--- config.mk ---
export PLATFORM = sky130hd
export DESIGN_NAME = merlin_int_wb_stage_flat
export DESIGN_NICKNAME = d
export VERILOG_FILES = /design/src/rtl/merlin_int_wb_stage_if.sv /design/src/rtl/merlin_int_wb_stage.sv /design/src/flat_wrapper.sv
export SDC_FILE = /design/constraint.sdc
export NUM_CORES = 1
export LEC_CHECK = 0
export ABC_CLOCK_PERIOD_IN_PS = 2600
export CORE_MARGIN = 1.5
export CORE_UTILIZATION = 45
export DETAILED_ROUTE_END_ITERATION = 8
export PLACE_DENSITY = 0.81
export SLEW_MARGIN = 20
export SYNTH_ARGS = -nofsm -noshare
export SYNTH_HDL_FRONTEND = slang
export SYNTH_SLANG_ARGS = --single-unit
--- constraint.sdc ---
create_clock -name clk_i -period 2.6 [get_ports clk_i]
set_input_delay 0.65 -clock clk_i [delete_from_list [all_inputs] [get_ports clk_i]]
set_output_delay 0.65 -clock clk_i [all_outputs]
set_load 0.1 [all_outputs]
--- src/rtl/merlin_int_wb_stage_if.sv ---
// merlin_int_wb_stage_if: writeback-stage bus bundling the execute/load-issue
// handshake, the LSU load-response handshake, both register-file write ports
// and the pending-load scoreboard.
//   slave  : the writeback stage's view (consumes exs/lsu, drives wreg/pending)
//   master : the surrounding pipeline's view (drives exs/lsu, observes the rest)
interface merlin_int_wb_stage_if #(parameter int RV_XLEN = 32);
  logic               exs_valid_i;
  logic               exs_ready_o;
  logic               exs_is_load_i;
  logic [4:0]         exs_rd_i;
  logic [RV_XLEN-1:0] exs_data_i;
  logic               lsu_rsp_valid_i;
  logic               lsu_rsp_ready_o;
  logic [4:0]         lsu_rsp_rd_i;
  logic [RV_XLEN-1:0] lsu_rsp_data_i;
  logic               wreg_a_wr_o;
  logic [4:0]         wreg_a_addr_o;
  logic [RV_XLEN-1:0] wreg_a_data_o;
  logic               wreg_b_wr_o;
  logic [4:0]         wreg_b_addr_o;
  logic [RV_XLEN-1:0] wreg_b_data_o;
  logic [31:0]        pending_o;
  modport slave (
    input  exs_valid_i, exs_is_load_i, exs_rd_i, exs_data_i,
    input  lsu_rsp_valid_i, lsu_rsp_rd_i, lsu_rsp_data_i,
    output exs_ready_o, lsu_rsp_ready_o,
    output wreg_a_wr_o, wreg_a_addr_o, wreg_a_data_o,
    output wreg_b_wr_o, wreg_b_addr_o, wreg_b_data_o,
    output pending_o
  );
  modport master (
    output exs_valid_i, exs_is_load_i, exs_rd_i, exs_data_i,
    output lsu_rsp_valid_i, lsu_rsp_rd_i, lsu_rsp_data_i,
    input  exs_ready_o, lsu_rsp_ready_o,
    input  wreg_a_wr_o, wreg_a_addr_o, wreg_a_data_o,
    input  wreg_b_wr_o, wreg_b_addr_o, wreg_b_data_o,
    input  pending_o
  );
endinterface

--- src/rtl/merlin_int_wb_stage.sv ---
// merlin_int_wb_stage: integer writeback stage, sole driver of the register
// file's two write ports.
//   clk_i    : clock, all state on the rising edge
//   reset_i  : asynchronous active-low reset
//   wb       : slave side of merlin_int_wb_stage_if
//              port A <- execute results (latency 1)
//              port B <- LSU load data through a LQ_DEPTH-entry FIFO (latency 2)
//              pending_o = per-register outstanding-load scoreboard
// Optional: define MERLIN_WB_BYPASS_EN to let a response that finds the FIFO
// empty load the port B registers directly (latency 1).
module merlin_int_wb_stage #(
  parameter int LQ_DEPTH = 4,
  parameter int RV_XLEN  = 32
) (
  input logic                 clk_i,
  input logic                 reset_i,
  merlin_int_wb_stage_if.slave wb
);
  localparam int PW = $clog2(LQ_DEPTH);
  localparam int CW = PW + 1;
  localparam logic [CW-1:0] FULL = CW'(LQ_DEPTH);
  logic               exs_fire, alu_fire, ld_fire, rsp_fire;
  logic               empty, full, pop, push, bypass, inc, dec;
  logic [CW-1:0]      out_q, out_d, cnt_q, cnt_d;
  logic [PW-1:0]      wp_q, wp_d, rp_q, rp_d;
  logic [4:0]         mrd_q [LQ_DEPTH];
  logic [4:0]         mrd_d [LQ_DEPTH];
  logic [RV_XLEN-1:0] mdat_q [LQ_DEPTH];
  logic [RV_XLEN-1:0] mdat_d [LQ_DEPTH];
  logic               a_wr_q, a_wr_d, b_wr_q, b_wr_d;
  logic [4:0]         a_addr_q, a_addr_d, b_addr_q, b_addr_d;
  logic [RV_XLEN-1:0] a_data_q, a_data_d, b_data_q, b_data_d;
  logic [31:0]        pend_q, pend_d, set_m, clr_m;
  always_comb begin
    empty  = cnt_q == '0;
    full   = cnt_q == FULL;
    pop    = !empty;
    // the FIFO drains every cycle, so a full FIFO is always popping and can still accept
    wb.lsu_rsp_ready_o = reset_i & (!full | pop);
    // WAW stall against outstanding loads, plus the load credit limit
    wb.exs_ready_o = reset_i & !pend_q[wb.exs_rd_i] & !(wb.exs_is_load_i & out_q == FULL);
    exs_fire = wb.exs_valid_i & wb.exs_ready_o;
    alu_fire = exs_fire & !wb.exs_is_load_i;
    ld_fire  = exs_fire & wb.exs_is_load_i;
    rsp_fire = wb.lsu_rsp_valid_i & wb.lsu_rsp_ready_o;
`ifdef MERLIN_WB_BYPASS_EN
    bypass = rsp_fire & empty;
`else
    bypass = 1'b0;
`endif
    push   = rsp_fire & !bypass;
    mrd_d  = mrd_q;
    mdat_d = mdat_q;
    if (push) begin
      mrd_d[wp_q]  = wb.lsu_rsp_rd_i;
      mdat_d[wp_q] = wb.lsu_rsp_data_i;
    end
    wp_d  = wp_q + PW'(push);
    rp_d  = rp_q + PW'(pop);
    cnt_d = cnt_q + CW'(push) - CW'(pop);
    a_wr_d   = alu_fire & (wb.exs_rd_i != 5'd0);
    a_addr_d = alu_fire ? wb.exs_rd_i : 5'd0;
    a_data_d = alu_fire ? wb.exs_data_i : '0;
    b_wr_d   = pop ? mrd_q[rp_q] != 5'd0 : bypass & (wb.lsu_rsp_rd_i != 5'd0);
    b_addr_d = pop ? mrd_q[rp_q] : bypass ? wb.lsu_rsp_rd_i : 5'd0;
    b_data_d = pop ? mdat_q[rp_q] : bypass ? wb.lsu_rsp_data_i : '0;
    // a load retires from the counter when it enters the port B registers
    inc   = ld_fire;
    dec   = pop | bypass;
    out_d = (inc & !dec) ? out_q + CW'(1) :
            (dec & !inc & out_q != '0) ? out_q - CW'(1) : out_q;
    set_m  = ld_fire ? 32'd1 << wb.exs_rd_i : 32'd0;
    clr_m  = b_wr_q ? 32'd1 << b_addr_q : 32'd0;
    pend_d = (pend_q | set_m) & ~clr_m & ~32'd1;
  end
  always_ff @(posedge clk_i or negedge reset_i) begin
    if (!reset_i) begin
      out_q    <= '0;
      cnt_q    <= '0;
      wp_q     <= '0;
      rp_q     <= '0;
      a_wr_q   <= 1'b0;
      a_addr_q <= '0;
      a_data_q <= '0;
      b_wr_q   <= 1'b0;
      b_addr_q <= '0;
      b_data_q <= '0;
      pend_q   <= '0;
      for (int i = 0; i < LQ_DEPTH; i++) begin
        mrd_q[i]  <= '0;
        mdat_q[i] <= '0;
      end
    end else begin
      out_q    <= out_d;
      cnt_q    <= cnt_d;
      wp_q     <= wp_d;
      rp_q     <= rp_d;
      a_wr_q   <= a_wr_d;
      a_addr_q <= a_addr_d;
      a_data_q <= a_data_d;
      b_wr_q   <= b_wr_d;
      b_addr_q <= b_addr_d;
      b_data_q <= b_data_d;
      pend_q   <= pend_d;
      mrd_q    <= mrd_d;
      mdat_q   <= mdat_d;
    end
  end
  assign wb.wreg_a_wr_o   = a_wr_q;
  assign wb.wreg_a_addr_o = a_addr_q;
  assign wb.wreg_a_data_o = a_data_q;
  assign wb.wreg_b_wr_o   = b_wr_q;
  assign wb.wreg_b_addr_o = b_addr_q;
  assign wb.wreg_b_data_o = b_data_q;
  assign wb.pending_o     = pend_q;
endmodule
--- src/flat_wrapper.sv ---
// flat-port wrapper written by rule: the top's interface ports become plain ports
module merlin_int_wb_stage_flat 
#(
  parameter int LQ_DEPTH = 4,
  parameter int RV_XLEN  = 32
)
  (clk_i, reset_i, wb_exs_valid_i, wb_exs_is_load_i, wb_exs_rd_i, wb_exs_data_i, wb_lsu_rsp_valid_i, wb_lsu_rsp_rd_i, wb_lsu_rsp_data_i, wb_exs_ready_o, wb_lsu_rsp_ready_o, wb_wreg_a_wr_o, wb_wreg_a_addr_o, wb_wreg_a_data_o, wb_wreg_b_wr_o, wb_wreg_b_addr_o, wb_wreg_b_data_o, wb_pending_o);
  merlin_int_wb_stage_if #(.RV_XLEN(RV_XLEN)) wb_i ();
  input logic clk_i;
  input logic reset_i;
  input wire logic [$bits(wb_i.exs_valid_i)-1:0] wb_exs_valid_i;
  input wire logic [$bits(wb_i.exs_is_load_i)-1:0] wb_exs_is_load_i;
  input wire logic [$bits(wb_i.exs_rd_i)-1:0] wb_exs_rd_i;
  input wire logic [$bits(wb_i.exs_data_i)-1:0] wb_exs_data_i;
  input wire logic [$bits(wb_i.lsu_rsp_valid_i)-1:0] wb_lsu_rsp_valid_i;
  input wire logic [$bits(wb_i.lsu_rsp_rd_i)-1:0] wb_lsu_rsp_rd_i;
  input wire logic [$bits(wb_i.lsu_rsp_data_i)-1:0] wb_lsu_rsp_data_i;
  output wire logic [$bits(wb_i.exs_ready_o)-1:0] wb_exs_ready_o;
  output wire logic [$bits(wb_i.lsu_rsp_ready_o)-1:0] wb_lsu_rsp_ready_o;
  output wire logic [$bits(wb_i.wreg_a_wr_o)-1:0] wb_wreg_a_wr_o;
  output wire logic [$bits(wb_i.wreg_a_addr_o)-1:0] wb_wreg_a_addr_o;
  output wire logic [$bits(wb_i.wreg_a_data_o)-1:0] wb_wreg_a_data_o;
  output wire logic [$bits(wb_i.wreg_b_wr_o)-1:0] wb_wreg_b_wr_o;
  output wire logic [$bits(wb_i.wreg_b_addr_o)-1:0] wb_wreg_b_addr_o;
  output wire logic [$bits(wb_i.wreg_b_data_o)-1:0] wb_wreg_b_data_o;
  output wire logic [$bits(wb_i.pending_o)-1:0] wb_pending_o;
  assign wb_i.exs_valid_i = wb_exs_valid_i;
  assign wb_i.exs_is_load_i = wb_exs_is_load_i;
  assign wb_i.exs_rd_i = wb_exs_rd_i;
  assign wb_i.exs_data_i = wb_exs_data_i;
  assign wb_i.lsu_rsp_valid_i = wb_lsu_rsp_valid_i;
  assign wb_i.lsu_rsp_rd_i = wb_lsu_rsp_rd_i;
  assign wb_i.lsu_rsp_data_i = wb_lsu_rsp_data_i;
  assign wb_exs_ready_o = wb_i.exs_ready_o;
  assign wb_lsu_rsp_ready_o = wb_i.lsu_rsp_ready_o;
  assign wb_wreg_a_wr_o = wb_i.wreg_a_wr_o;
  assign wb_wreg_a_addr_o = wb_i.wreg_a_addr_o;
  assign wb_wreg_a_data_o = wb_i.wreg_a_data_o;
  assign wb_wreg_b_wr_o = wb_i.wreg_b_wr_o;
  assign wb_wreg_b_addr_o = wb_i.wreg_b_addr_o;
  assign wb_wreg_b_data_o = wb_i.wreg_b_data_o;
  assign wb_pending_o = wb_i.pending_o;
  merlin_int_wb_stage #(.LQ_DEPTH(LQ_DEPTH), .RV_XLEN(RV_XLEN)) u_core (.clk_i(clk_i), .reset_i(reset_i), .wb(wb_i));
endmodule
# Yosys cells after proc, flatten, opt, wreduce, memory -nomap -nowiden
# Cells that the tools add are included.
# classes
bitwise	18
shifts	2
magnitude_cmp	4
n_reduce_logical	12
n_addsub	6
mux	23
eq_ne	2
# op_table
op	count
32-bit 2-to-1 mux	7
128-bit bitwise mux	1
32-bit binary-select mux with 2-bit select	1
32-bit demux with 2-bit select	1
1-bit by 5-bit left shift with 32-bit output, first input constant	2
32-bit bitwise AND	1
32-bit inverter	1
32-bit bitwise OR	1
5-bit 2-to-1 mux	5
20-bit bitwise mux	1
1-bit bitwise AND	12
5-bit binary-select mux with 2-bit select	1
5-bit demux with 2-bit select	1
5-bit nonzero test	2
3-bit equality test, second input constant	2
3-bit >= comparator, second input constant	2
1-bit zero test	6
5-bit by 6-bit < comparator with 1-bit output, second input constant	1
3-bit 2-to-1 mux	2
2-bit inverter with 3-bit output	2
1-bit binary-select mux with 5-bit select	1
2-bit by 1-bit adder with 2-bit output	2
3-bit by 1-bit adder with 3-bit output	1
3-bit by 1-bit adder with 3-bit output, second input constant	1
other kinds (9)	10
# word_totals
output_inout_bits	110
in_bits	79
ff_bits	265
elab_cells	86

# Depth between registers and ports, before layout
# depth
ltp_word	12
depth_mapped	11
depth_no_buf	9

# Least setup slack after synthesis
# Ideal clock, no wire load.
# synth_timing
path_kind	register to output
start	register u_core.pend_q[27], in the netlist u_core.wb.pending_o[27]
end	output port wb_exs_ready_o
slack_ps	-1216
path_stages_with_launch	6
required_time_ps	1950
arrival_ps	3166
cell_sequence	dfrtp_1 mux4_2 mux2_2 o21ai_4 a21oi_1 nor2_1
# synth_between
elab_chain_cells	5
# synth_rtl
item	line_no	source
from (decl)	merlin_int_wb_stage.sv:33	logic [31:0] pend_q, pend_d, set_m, clr_m;
from (signal assigned)	merlin_int_wb_stage.sv:104	pend_q <= pend_d;
1-bit binary-select mux with 5-bit select	merlin_int_wb_stage.sv:41	wb.exs_ready_o = reset_i & !pend_q[wb.exs_rd_i] & !(wb.exs_is_load_i & out_q == FULL);
1-bit 2-to-1 mux (implied by the code)	merlin_int_wb_stage.sv:41	
1-bit zero test	merlin_int_wb_stage.sv:41	
1-bit bitwise AND (2 in a row)	merlin_int_wb_stage.sv:41	
to (decl)	flat_wrapper.sv:18	output wire logic [$bits(wb_i.exs_ready_o)-1:0] wb_exs_ready_o;
# No other way between the ends. The select of a mux whose other input is x is not followed.

# Final worst setup path
# layout_timing
start	register u_core.pend_q[24], in the netlist u_core.wb.pending_o[24]
end	output port wb_exs_ready_o
# Same word-level chain as after synthesis.

==> metrics <==
FF+latch count, synth=265; Max Cap Viol=0; post-route design area=around 14000 um2; Synth Area in Adders=0.820%; post-DP HPWL=16100 um; violated checks=negative setup slack; initial core utilization=around 45%; PortBufs=between 150 and 200; syn nets=between 800 and 900; H-Tree Depth=1; largest family of logic cells by synthesized area=multiplexers; RSZ-0062 raised after global routing=yes; GR Util met3=~3.8%; Routed WL per cell=18.6 um; vias in the first global route=7364; Lkg Pwr=6.52 nW; antenna violations before repair=1; global-route wire length before repair=39900 um; crit path launch=u_core.wb.pending_o[24]; CTS tree=done; area of the multi-input gates=4230 um2; post-synthesis cell area=11000 um2; Setup CP Type=reg -> out; GPL Wtd Cong=0.933; PwrDens=1360 nW/um2; Area Growth Syn to Fin=31.3%; CP Capture Point=wb_exs_ready_o; maximum VDD drop=between 0.9 and 1 mV; Sink Count=265; final worst setup slack=-321 ps; FF-to-FF End=u_core.out_q[2]; Setup Skew=around 11 ps; CTS Buf Count=28; clock slew at reported path FFs=around 60 ps; Required @ worst endpoint=about 2000 ps; min-delay worst type=in -> async; Syn Inst Count=746; met2 usage=approximately a third; DRC viols=0; busiest grt layer=met2; Worst-Skew Late Latency=around 530 ps; sequential fraction of the synthesis area=~60%; gr ovfl total=0; overall routed net length=24600 um; largest net degree at the start of global routing=79; FILL cells=approximately 1800; startpoint types=register; mux cell area share after synthesis=24.7%; Storage cell area=6650 um2; Fin. Hold Viols=0; arrival time at the worst endpoint=roughly 2300 ps; simple-gate share of the synthesized area=under 10%; Post-synth ARST share=100%; DIE WIDTH=159 um; hold_ws=approximately 80 ps; die height=159 um; f_max=342 MHz; Avg Cell Area, Syn=14.7 um2; CP max FO=3; top_reg_cell synth=dfrtp_1; layout cells sized above 1=44.4%; R2R Setup Slk=-80 ps; worst rel slew slack=36.9%; Reg2Reg Depth=10; met1 Use GR=26.0%; CTS Buffer Depth=3; outcome=complete, but fails checks; dpl cell area=13300 um2; Worst-Margin Slew=about 950 ps; Final Cycle Share=112%; row cnt=57; dpl ws=-968 ps; 1st-iter DRT viols=337; total track usage=19.8%; nature of the critical path endpoint=output pin; I/O Pins=189; total core area=around 24000 um2; RR Startpoint=u_core.wb.pending_o[24]; DR vias=between 7000 and 8000; ANT cells=0; Compound-Gate Fraction of Synth Area=4.08%; via/cell ratio=5.31; post-layout minimum cycle time=just under 3000 ps; Clock Tree Root=clkbuf_16; Nets=1059; XOR/XNOR share of the synthesized area=less than 1%; final setup vio count=3; Synth cell types=44; drt first pass iters=5; total die area=approximately 25000 um2; Yosys warnings=0; ANT nets after route=0; Post-synth EDFFs=0; Pins Over Slew Limit=0
==> cells in the final DEF, fill, tap and decap left out, drive strengths merged, types with 3 or more instances in the layout <==
master / instances
dfrtp: 265
xnor2: 3
nand3b: 3
and2: 40
mux2: 152
mux4: 43
nand3: 4
o22a: 3
buf: 165
bufinv: 6
a21oi: 41
ha: 4
mux2i: 4
inv: 6
nor2: 19
and3: 3
nor3b: 5
nor2b: 45
nor3: 10
clkbuf: 36
a31oi: 17
clkdlybuf4s50: 74
clkinvlp: 3
nand2: 13
clkinv: 5
==> how the worst min path moves through the flow <==
stage	end	slack, ps	cells after the start
finish	u_core.mdat_q[54]	80	2
global route	u_core.mdat_q[54]	70	2
global placement	u_core.mdat_q[92]	480	1
detailed placement	u_core.mrd_q[9]	490	1
CTS	u_core.wb.wreg_b_data_o[25]	50	2
floorplan	u_core.cnt_q[0]	350	0
==> registers in the layout, indices dropped and copies added, names as in the netlist <==
register	cells
u_core.mdat_q	128
u_core.mrd_q	20
u_core.wb.wreg_a_addr_o	5
u_core.rp_q	2
u_core.wb.pending_o	31
u_core.wb.wreg_b_data_o	32
u_core.wb.wreg_a_wr_o	1
u_core.wb.wreg_a_data_o	32
u_core.cnt_q	3
u_core.wb.wreg_b_wr_o	1
u_core.wb.wreg_b_addr_o	5
u_core.wp_q	2
u_core.out_q	3
==> Yosys cell counts, types with 3 or more instances <==
| cell | count | area [um2] |
|---|---|---|
| a21oi_1 | 41 | 205 |
| a31oi_1 | 17 | 106 |
| and2_1 | 40 | 250 |
| and3_1 | 3 | 18.8 |
| buf_1 | 3 | 11.3 |
| buf_2 | 4 | 20.0 |
| buf_4 | 5 | 37.5 |
| clkbuf_1 | 32 | 120 |
| dfrtp_1 | 265 | 6630 |
| ha_1 | 4 | 50.1 |
| inv_1 | 5 | 18.8 |
| mux2_2 | 151 | 1700 |
| mux2i_1 | 4 | 40.0 |
| mux4_2 | 43 | 968 |
| nand2_1 | 13 | 48.8 |
| nand3_1 | 4 | 20.0 |
| nand3b_1 | 3 | 22.5 |
| nor2_1 | 19 | 71.3 |
| nor2b_1 | 45 | 282 |
| nor3_1 | 9 | 45.0 |
| nor3b_1 | 5 | 37.5 |
| o22a_1 | 3 | 26.3 |
| xnor2_1 | 3 | 26.3 |
==> where the power goes <==
group          total [mW]  leakage [nW]  internal [mW]  switching [mW]
clock network        4.34         0.498           2.74            1.61
registers            6.90          3.29           5.84            1.07
logic                8.42          2.73           3.34            5.08
==> through the flow <==
stage | std cells | total power, mW | setup TNS [ps] | utilization, %
6_report | 1318 | 19.7 | -445 | 59.7
5_1_grt | 1318 | 20.6 | -598 | 59.7
4_1_cts | 1318 | 19.8 | -368 | 59.6
3_5_place_dp | 1264 | 15.4 | -34450 | 55.2
3_3_place_gp | 1264 | 15.2 | -28780 | 55.2
2_1_floorplan | 746 | 13.3 | -1100 | -
==> cells by family after synthesis <==
logic type               Yosys count
XOR/XNOR                           5
multiplexers                     199
AND/OR/NAND/NOR                  148
buffers and inverters             49
adder cells (fa/ha/maj)            6
other                              1
flip-flops                       265
AO/OA/AOI/OAI                     73
==> layer usage <==
metal  share of wire (%)  up-vias
met5               0.053        -
met4                 1.5        2
met3                 6.6       39
met2                  50      230
met1                  41     3591
li1                    -     3143
==> cell type report <==
class	instances	share of cell area (%)
Clock inverter	15	1.64
Sequential cell	265	46.1
Inverter	5	0.130
Tap cell	324	2.81
Multi-Input combinational cell	432	29.3
Clock buffer	35	5.46
Timing Repair Buffer	242	14.6
==> worst max-delay path: stages, from the launching register on <==
cell	delay [ps]
dfrtp_2	420
mux4_2	460
mux2_4	300
o21ai_4	170
a21oi_2	90
nor2_4	120
buf_12	180
==> repair_timing <==
item	4_1_cts	5_1_grt
gates cloned	0	0
setup endpoints to repair	41	3
hold buffers	0	0
buffers inserted	4	0
gates resized for setup	13	3
pin swaps	3	0
No activity file was read; power rests on OpenSTA's default activity.
